`src/rtl/sccb_master.sv`:
```
`timescale 1ns/1ps
// SCCB bus master: one register write (3-phase) or read (2-phase write, then 2-phase read)
// per command, serialised onto SIO_C/SIO_D with a one-cycle rdy grant handshake.
module sccb_master #(
    parameter int                DATA_W  = 8,
    parameter logic [DATA_W-1:0] DEV_ID  = 8'h42,
    parameter int                SCL_QTR = 125
) (
    input  logic              clk,
    input  logic              rst,
    input  logic              wr_en,
    input  logic              rd_en,
    input  logic [DATA_W-1:0] addr,
    input  logic [DATA_W-1:0] wdata,
    output logic              rdy,
    output logic [DATA_W-1:0] rdata,
    output logic              rdata_vld,
    output logic              sio_c,
    output logic              sio_d_out,
    output logic              sio_d_oe,
    input  logic              sio_d_in
);

    localparam int              QW    = (SCL_QTR > 1) ? $clog2(SCL_QTR) : 1;
    localparam int              BW    = $clog2(DATA_W + 1);
    localparam logic [QW-1:0]   QMAX  = QW'(SCL_QTR - 1);
    localparam logic [BW-1:0]   NINTH = BW'(DATA_W);

    typedef enum logic [2:0] {S_IDLE, S_GRANT, S_START, S_BYTE, S_STOP, S_GAP} state_t;

    state_t            state_q, state_d;
    logic              gcnt_q, gcnt_d;
    logic [QW-1:0]     qcnt_q, qcnt_d;
    logic [1:0]        qtr_q, qtr_d;
    logic [BW-1:0]     bit_q, bit_d;
    logic [1:0]        byte_q, byte_d;
    logic              rd_q, rd_d;
    logic              ph2_q, ph2_d;
    logic [DATA_W-1:0] addr_q, addr_d;
    logic [DATA_W-1:0] wdata_q, wdata_d;
    logic [DATA_W-1:0] rx_q, rx_d;
    logic [DATA_W-1:0] rdata_q, rdata_d;
    logic              rdy_q, rdy_d;
    logic              vld_q, vld_d;
    logic              sc_q, sc_d;
    logic              sd_q, sd_d;
    logic              oe_q, oe_d;
    logic              tick;
    logic              cmd;
    logic              waiting;

    assign rdy       = rdy_q;
    assign rdata     = rdata_q;
    assign rdata_vld = vld_q;
    assign sio_c     = sc_q;
    assign sio_d_out = sd_q;
    assign sio_d_oe  = oe_q;

    // Bus levels {sio_c, sio_d_out, sio_d_oe} for a given sequencer position.
    function automatic logic [2:0] bus_drive(
        input state_t            st,
        input logic [1:0]        qtr,
        input logic [BW-1:0]     bc,
        input logic [1:0]        byc,
        input logic              ph2,
        input logic [DATA_W-1:0] a,
        input logic [DATA_W-1:0] d
    );
        logic [DATA_W-1:0] txb;
        logic [DATA_W-1:0] sh;
        logic              c;
        logic              dout;
        logic              oe;
        txb  = (byc == 2'd0) ? (ph2 ? (DEV_ID | DATA_W'(1)) : DEV_ID) :
               (byc == 2'd1) ? a : d;
        sh   = txb << bc;
        c    = 1'b1;
        dout = 1'b1;
        oe   = 1'b1;
        case (st)
            S_START: begin
                c    = (qtr != 2'd3);
                dout = (qtr < 2'd2);
            end
            S_STOP: begin
                c    = (qtr != 2'd0);
                dout = (qtr >= 2'd2);
            end
            S_BYTE: begin
                c = (qtr == 2'd1) || (qtr == 2'd2);
                // read data byte: 8 released bits, then master drives NA high
                if (ph2 && byc == 2'd1) oe = (bc == NINTH);
                else if (bc == NINTH)   oe = 1'b0;
                else                    dout = sh[DATA_W-1];
            end
            default: ;
        endcase
        return {c, dout, oe};
    endfunction

    always_comb begin
        state_d = state_q;
        gcnt_d  = gcnt_q;
        qtr_d   = qtr_q;
        bit_d   = bit_q;
        byte_d  = byte_q;
        rd_d    = rd_q;
        ph2_d   = ph2_q;
        addr_d  = addr_q;
        wdata_d = wdata_q;
        rx_d    = rx_q;
        rdata_d = rdata_q;
        rdy_d   = 1'b0;
        vld_d   = 1'b0;
        cmd     = wr_en | rd_en;
        waiting = (state_q == S_IDLE) || (state_q == S_GRANT);
        tick    = (qcnt_q == QMAX);
        qcnt_d  = (waiting || tick) ? '0 : qcnt_q + 1'b1;
        if (!waiting && tick) qtr_d = qtr_q + 2'd1;

        if (waiting && cmd) begin
            addr_d  = addr;
            wdata_d = wdata;
            rd_d    = rd_en & ~wr_en;
            ph2_d   = 1'b0;
            qtr_d   = 2'd0;
            bit_d   = '0;
            byte_d  = 2'd0;
            state_d = S_START;
        end else begin
            case (state_q)
                S_IDLE: begin
                    state_d = S_GRANT;
                    gcnt_d  = 1'b0;
                    rdy_d   = 1'b1;
                end
                S_GRANT: begin
                    if (gcnt_q) state_d = S_IDLE;
                    else        gcnt_d  = 1'b1;
                end
                S_START: begin
                    if (tick && qtr_q == 2'd3) begin
                        state_d = S_BYTE;
                        bit_d   = '0;
                        byte_d  = 2'd0;
                    end
                end
                S_BYTE: begin
                    if (tick && qtr_q == 2'd1 && ph2_q && byte_q == 2'd1 && bit_q != NINTH)
                        rx_d = {rx_q[DATA_W-2:0], sio_d_in};
                    if (tick && qtr_q == 2'd3) begin
                        if (bit_q == NINTH) begin
                            bit_d = '0;
                            if (byte_q == (rd_q ? 2'd1 : 2'd2)) state_d = S_STOP;
                            else                                 byte_d  = byte_q + 2'd1;
                        end else begin
                            bit_d = bit_q + 1'b1;
                        end
                    end
                end
                S_STOP: begin
                    if (tick && qtr_q == 2'd3) begin
                        if (rd_q && !ph2_q) begin
                            state_d = S_GAP;
                            ph2_d   = 1'b1;
                        end else begin
                            state_d = S_IDLE;
                            if (rd_q) begin
                                rdata_d = rx_q;
                                vld_d   = 1'b1;
                            end
                        end
                    end
                end
                S_GAP: begin
                    if (tick && qtr_q == 2'd3) begin
                        state_d = S_START;
                        byte_d  = 2'd0;
                    end
                end
                default: state_d = S_IDLE;
            endcase
        end

        {sc_d, sd_d, oe_d} = bus_drive(state_d, qtr_d, bit_d, byte_d, ph2_d, addr_d, wdata_d);
    end

    always_ff @(posedge clk) begin
        if (rst) begin
            state_q <= S_IDLE;
            gcnt_q  <= 1'b0;
            qcnt_q  <= '0;
            qtr_q   <= 2'd0;
            bit_q   <= '0;
            byte_q  <= 2'd0;
            rd_q    <= 1'b0;
            ph2_q   <= 1'b0;
            rdata_q <= '0;
            rdy_q   <= 1'b0;
            vld_q   <= 1'b0;
            sc_q    <= 1'b1;
            sd_q    <= 1'b1;
            oe_q    <= 1'b1;
        end else begin
            state_q <= state_d;
            gcnt_q  <= gcnt_d;
            qcnt_q  <= qcnt_d;
            qtr_q   <= qtr_d;
            bit_q   <= bit_d;
            byte_q  <= byte_d;
            rd_q    <= rd_d;
            ph2_q   <= ph2_d;
            rdata_q <= rdata_d;
            rdy_q   <= rdy_d;
            vld_q   <= vld_d;
            sc_q    <= sc_d;
            sd_q    <= sd_d;
            oe_q    <= oe_d;
        end
    end

    // Command payload and receive shifter carry no control meaning, so they skip reset.
    always_ff @(posedge clk) begin
        addr_q  <= addr_d;
        wdata_q <= wdata_d;
        rx_q    <= rx_d;
    end

endmodule

```
`config.mk`:
```
export PLATFORM = sky130hd
export DESIGN_NAME = sccb_master
export DESIGN_NICKNAME = d
export VERILOG_FILES = /design/src/rtl/sccb_master.sv
export SDC_FILE = /design/constraint.sdc
export NUM_CORES = 1
export LEC_CHECK = 0
export CAP_MARGIN = 10
export CORE_MARGIN = 2
export CORE_UTILIZATION = 32
export DETAILED_ROUTE_END_ITERATION = 10
export PLACE_DENSITY_LB_ADDON = 0.2
export SLEW_MARGIN = 20
export SYNTH_ARGS = -nofsm -noshare
export SYNTH_HDL_FRONTEND = slang
export SYNTH_SLANG_ARGS = --single-unit
```
`constraint.sdc`:
```
create_clock -name clk -period 3.2 [get_ports clk]
set_clock_uncertainty 0.1 [all_clocks]
set_input_delay 0.64 -clock clk [delete_from_list [all_inputs] [get_ports clk]]
set_output_delay 0.64 -clock clk [all_outputs]
set_load 0.005 [all_outputs]
```
# Word-level counts from Yosys, hierarchy flattened
# Cells that the tools add are included.
# Widths: inputs -> output; s select.
# word_totals
elab_cells,120
register_bits,58
# op_classes
order_cmp,2
n_bitwise,8
reduce_logical,26
n_addsub,4
n_shift,1
n_eq_ne,20
muxes,42
# op_table
cell,n
$mux 8,4
$mux 3,9
$pmux 3 s6,1
$mux 2,8
$mux 4,4
$eq 3x2->1 const B,4
$mux 1,11
$eq 3x3->1 const B,3
$logic_and 1x1->1,9
$eq 2x1->1 const B,4
$eq 4x4->1 const B,2
$pmux 4 s2,1
$reduce_or 2->1,4
$shl 8x4->8,1
$add 7x1->7 const B,1
$eq 7x7->1 const B,1
$not 1->1,6
$pmux 1 s3,2
$reduce_and 5->1,1
$reduce_or 5->1,1
$add 2x1->2 const B,2
$add 4x1->4 const B,1
$eq 2x2->1 const B,2
$ne 4x4->1 const B,1
16 further kinds,20

# Longest topological paths before layout
# logic_depth
depth_word,14
mapped_depth,11
depth_no_buf,11

# Least setup slack after synthesis
# No wires, ideal clock.
# synth_timing
path_kind,register to register
from,register qcnt_q[0]
to,"register sd_q, in the netlist sio_d_out"
stages_incl_launch_ff,12
slack_ps,448
t_arrival_ps,2530
setup_ps,122
cell_sequence,dfxtp_1 inv_1 ha_1 nand3_1 or3_1 buf_2 or4_4 o221ai_4 mux2i_1 mux2_2 o211ai_2 a311o_1
# synth_via
elab_chain_cells,12
elab_cells_between_ends,38
# synth_rtl
item,line_no,source
start: declaration,33,"logic [QW-1:0] qcnt_q, qcnt_d;"
start signal: assignment,207,qcnt_q <= qcnt_d;
$eq 7x7->1 *,117,tick = (qcnt_q == QMAX);
$logic_and 1x1->1,n/a,
"$mux 2, on equally long branches","142, 176, 151",
$pmux 2 s2,131,case (state_q)
$mux 2,121,if (waiting && cmd) begin
$eq 2x1->1,"75, 92",
$mux 8,75,(byc == 2'd1) ? a : d;
$mux 8,74,txb = (byc == 2'd0) ? (ph2 ? (DEV_ID | DATA_W'(1)) : DEV_ID) :
$shl 8x4->8,76,sh = txb << bc;
$mux 1,93,else if (bc == NINTH) oe = 1'b0;
$mux 1,92,if (ph2 && byc == 2'd1) oe = (bc == NINTH);
$pmux 1 s3 *,80,case (st)
end signal: assignment,202,sd_q <= 1'b1;
end signal: assignment,217,sd_q <= sd_d;
end: declaration,46,"logic sd_q, sd_d;"
# Mark *: on every way between the ends. The rest lies on a longest branch, timed or not.
# A chain may end at the register's enable or synchronous reset.

# Final worst setup path
# Ends and elaborated chain as after synthesis.

==> out/metrics.yaml <==
synth-async-reset-ratio_pct: 0
via_per_inst: 4.81
max_slew.worst_pin.slew_ns: 0.920
drt_iter0_markers: 143
tritoncts: "done"
total_overflow_reported_by_the_global_router: 0
timing.reg2reg.worst_path_depth: 10
die_extent_in_y_um: 96.6
routabilityCongestion: 0.906
worstHoldPathCells: 2
flow.area_growth_from_synthesis_pct: 30.3
rows: 33
crit_buf_inv: 1
crit_path_max_incr_delay_ns: 0.56
power_report.internal_total_uw: 1450
setup_ws_ns: 0.164
die_area_um2: 9340
clock-sinks: 58
post_dp_cell_area_um2: 3310
setup.worst_path.end_class: "register"
synth_area_um2: 2750
first_global_vias: 2164
grtUsageTotal_pct: 14.0
design.core.area_um2: 8260
fin_nets: 396
mappedNetlistNets: 343
synth_ff_type: "sky130_fd_sc_hd__dfxtp_1"
floorplan.initialDensity_pct: 33.2
fin_area_um2: 3580
tns_ns: 0
netlist-cell-type-count: 51
clk_pin_slew_ns: 0.07
synth_sequential_area_ratio_pct: 45.2
final_core_utilization_pct: 43.3
post_cts.repair.setup_buffers: 0
final-hold-violation-count: 0
worst_ep_required_time_ns: 3.32
report.final.setup_viol: 0
crit_path_max_fanout: 9
power.share.combinational_pct: 7.7
seq_power_share_pct: 42.7
arrival_ns: 3.16
number_of_flops_mapped_to_enable_cells_by_yosys: 8
detail_route.drc_violations: 0
die_width_um: 96.6
path_class: "register to register"
finalCritPeriodShare_pct: 94.9
ctsHtreeMaxLevel: 3
number_of_antenna_violations_at_the_first_check_in_global_routing: 0
clockBufferDepth: 2
port_buffers: 33
net-switching-power_uw: 383
max_cap_viols: 0
critical-path-top-delay-family: "simple AND/OR/NAND/NOR gates"
cts_buffers: 9
sw_ratio_pct: 20.9
cts.hold.buffers_added: 0
grt_max_degree: 17
maxSlewHeadroom_pct: 38.1
ant_nets: 0
vdd_ir_drop_max_v: 0.000297
clkPwrFrac_pct: 49.7
slowest_stage_cell_cp: "sky130_fd_sc_hd__or4_4"
dp.final_hpwl_mm: 4.58
post_synthesis_register_bit_count: 58
power.total_uw: 1830
ctsResizeCount: 0
crit_path_start_kind: "register"
firstDrtPassIters: 4
synth.yosys.warnings: 0
power.static_leakage_uw: 0.00142
worstSetupPathDepth: 10
multi_input_logic_area_um2: 1410
clockRootBuffer: "sky130_fd_sc_hd__clkbuf_8"
worstPathCellList: "inv_1 -> ha_1 -> nand3_1 -> or3_1 -> or4_4 -> o221ai_4 -> mux2i_1 -> mux2_2 -> o211ai_2 -> a311o_1"
hold_path.class: "register to register"
route.detailed.wl_per_inst_um: 13.3
timing_max_transition_violations_final: 0
sequential_standard_cell_area_um2: 1240
grt_setup_unrepaired: "no"
post_synth_inst_count: 312
worst_skew_pair_later_pin_latency_ns: 0.34
syn_avg_cell_area_um2: 8.80
grt_first_pass_wirelength_mm: 10.7
totalWireLength_mm: 6.31
floorplan.io_pins: 34
run_status: "finished clean"
finalWorstPathRequiredPeriod_ns: 3.04
vias: 2286
power_per_standard_cell_area_nw_per_um2: 513
antenna-diode-count: 0
clock.fmax_mhz: 329
dpl_worst_slack_ns: -0.0409
fill_cells: 838
ratio_of_cells_with_drive_above_1_in_the_final_layout_pct: 15.4
tightest hold or removal path: cells and delay by family (launching register included):
family / cells / cell delay, ns
simple gates: 2 / 0.11
flops: 1 / 0.31
flip-flops by register name (all words and copies together), names as in the netlist:
register	flops
addr_q	8
bit_q	4
byte_q	2
gcnt_q	1
ph2_q	1
qcnt_q	7
qtr_q	2
rd_q	1
rdata	8
rdata_vld	1
rdy	1
rx_q	8
sio_c	1
sio_d_oe	1
sio_d_out	1
state_q	3
wdata_q	8
Yosys cell counts (2+ instances only):
library cell	number	area (µm²)
sky130_fd_sc_hd__nor4_1	5	31.3
sky130_fd_sc_hd__a311oi_1	2	17.5
sky130_fd_sc_hd__a21boi_0	2	15.0
sky130_fd_sc_hd__o22ai_1	3	18.8
sky130_fd_sc_hd__ha_1	10	125
sky130_fd_sc_hd__mux2i_1	18	180
sky130_fd_sc_hd__nor3_1	4	20.0
sky130_fd_sc_hd__o21ai_0	11	55.1
sky130_fd_sc_hd__dfxtp_1	50	1000
sky130_fd_sc_hd__or3_2	3	22.5
sky130_fd_sc_hd__a31oi_1	3	18.8
sky130_fd_sc_hd__a211oi_1	2	15.0
sky130_fd_sc_hd__clkbuf_1	9	33.8
sky130_fd_sc_hd__nand3_1	12	60.1
sky130_fd_sc_hd__nand2_1	60	225
sky130_fd_sc_hd__inv_1	12	45.0
sky130_fd_sc_hd__mux2_2	3	33.8
sky130_fd_sc_hd__and3_2	2	15.0
sky130_fd_sc_hd__o221ai_1	2	17.5
sky130_fd_sc_hd__nor3b_1	2	15.0
sky130_fd_sc_hd__edfxtp_1	8	240
sky130_fd_sc_hd__a21oi_1	8	40.0
sky130_fd_sc_hd__xor2_1	4	35.0
sky130_fd_sc_hd__nand2b_1	6	37.5
sky130_fd_sc_hd__nor2_1	41	154
sky130_fd_sc_hd__or2_2	5	31.3
worst paths after layout:
kind / from / slack (ns) / end
worst min-delay path: addr_q[5] / 0.35 / addr_q[5]
worst max-delay path: qcnt_q[0] / 0.16 / sio_d_out
worst min register to register: addr_q[5] / 0.35 / addr_q[5]
worst max register to register: qcnt_q[0] / 0.16 / sio_d_out
layout make-up:
class,instances,share of cell area [%]
clock inverters,5,3.50
flip-flops and latches,58,34.7
well taps,105,3.67
repair buffers,53,13.4
clock buffers,11,3.95
multi-input cells,231,39.5
inverters,12,1.26
power groups by stage:
stage          clock, µW  combinational, µW  sequential (µW)
6_report             912                140              783
5_1_grt              968                158              785
4_1_cts              936                142              783
3_5_place_dp           0                140              799
3_3_place_gp           0                140              799
2_1_floorplan          0               77.9              795
cells in the final DEF (no fill, tap or decap), types with 6 or more instances in the layout:
cell type,count
sky130_fd_sc_hd__nor2_1,41
sky130_fd_sc_hd__mux2i_1,18
sky130_fd_sc_hd__buf_4,20
sky130_fd_sc_hd__nand2b_1,6
sky130_fd_sc_hd__ha_1,10
sky130_fd_sc_hd__nand3_1,12
sky130_fd_sc_hd__nand2_1,60
sky130_fd_sc_hd__edfxtp_1,8
sky130_fd_sc_hd__clkdlybuf4s50_1,33
sky130_fd_sc_hd__clkbuf_8,10
sky130_fd_sc_hd__a21oi_1,8
sky130_fd_sc_hd__inv_1,12
sky130_fd_sc_hd__dfxtp_1,50
sky130_fd_sc_hd__o21ai_0,10
layer usage:
| layer | vias to the layer above | global-route usage (%) | part of all wire, % |
|---|---|---|---|
| met4 | 0 | 5.20 | 1.4 |
| met3 | 8 | 4.48 | 4.3 |
| met2 | 57 | 21.5 | 45 |
| li1 | 1187 | - | - |
| met1 | 1034 | 18.6 | 50 |
| met5 | - | 0 | 0 |
logic make-up (layout without fill, tap and decap cells):
family | Yosys count | count (layout) | share of synthesized area (%)
AOI/OAI and AO/OA | 43 | 43 | 11.3
DFF | 58 | 58 | 45.2
muxes | 21 | 21 | 7.79
and+or+nand+nor | 152 | 152 | 26.2
buffers and inverters | 23 | 81 | 3.33
adders and majority gates | 10 | 10 | 4.56
xor gates and xnor gates | 5 | 5 | 1.60
stage by stage:
step	std cells	hold slack [ns]
final	475	0.346
after global routing	475	0.365
after CTS	475	0.349
after detailed placement	459	0.332
after global placement	459	0.330
after floorplan	312	0.317
No activity file was read; power rests on OpenSTA's default activity.
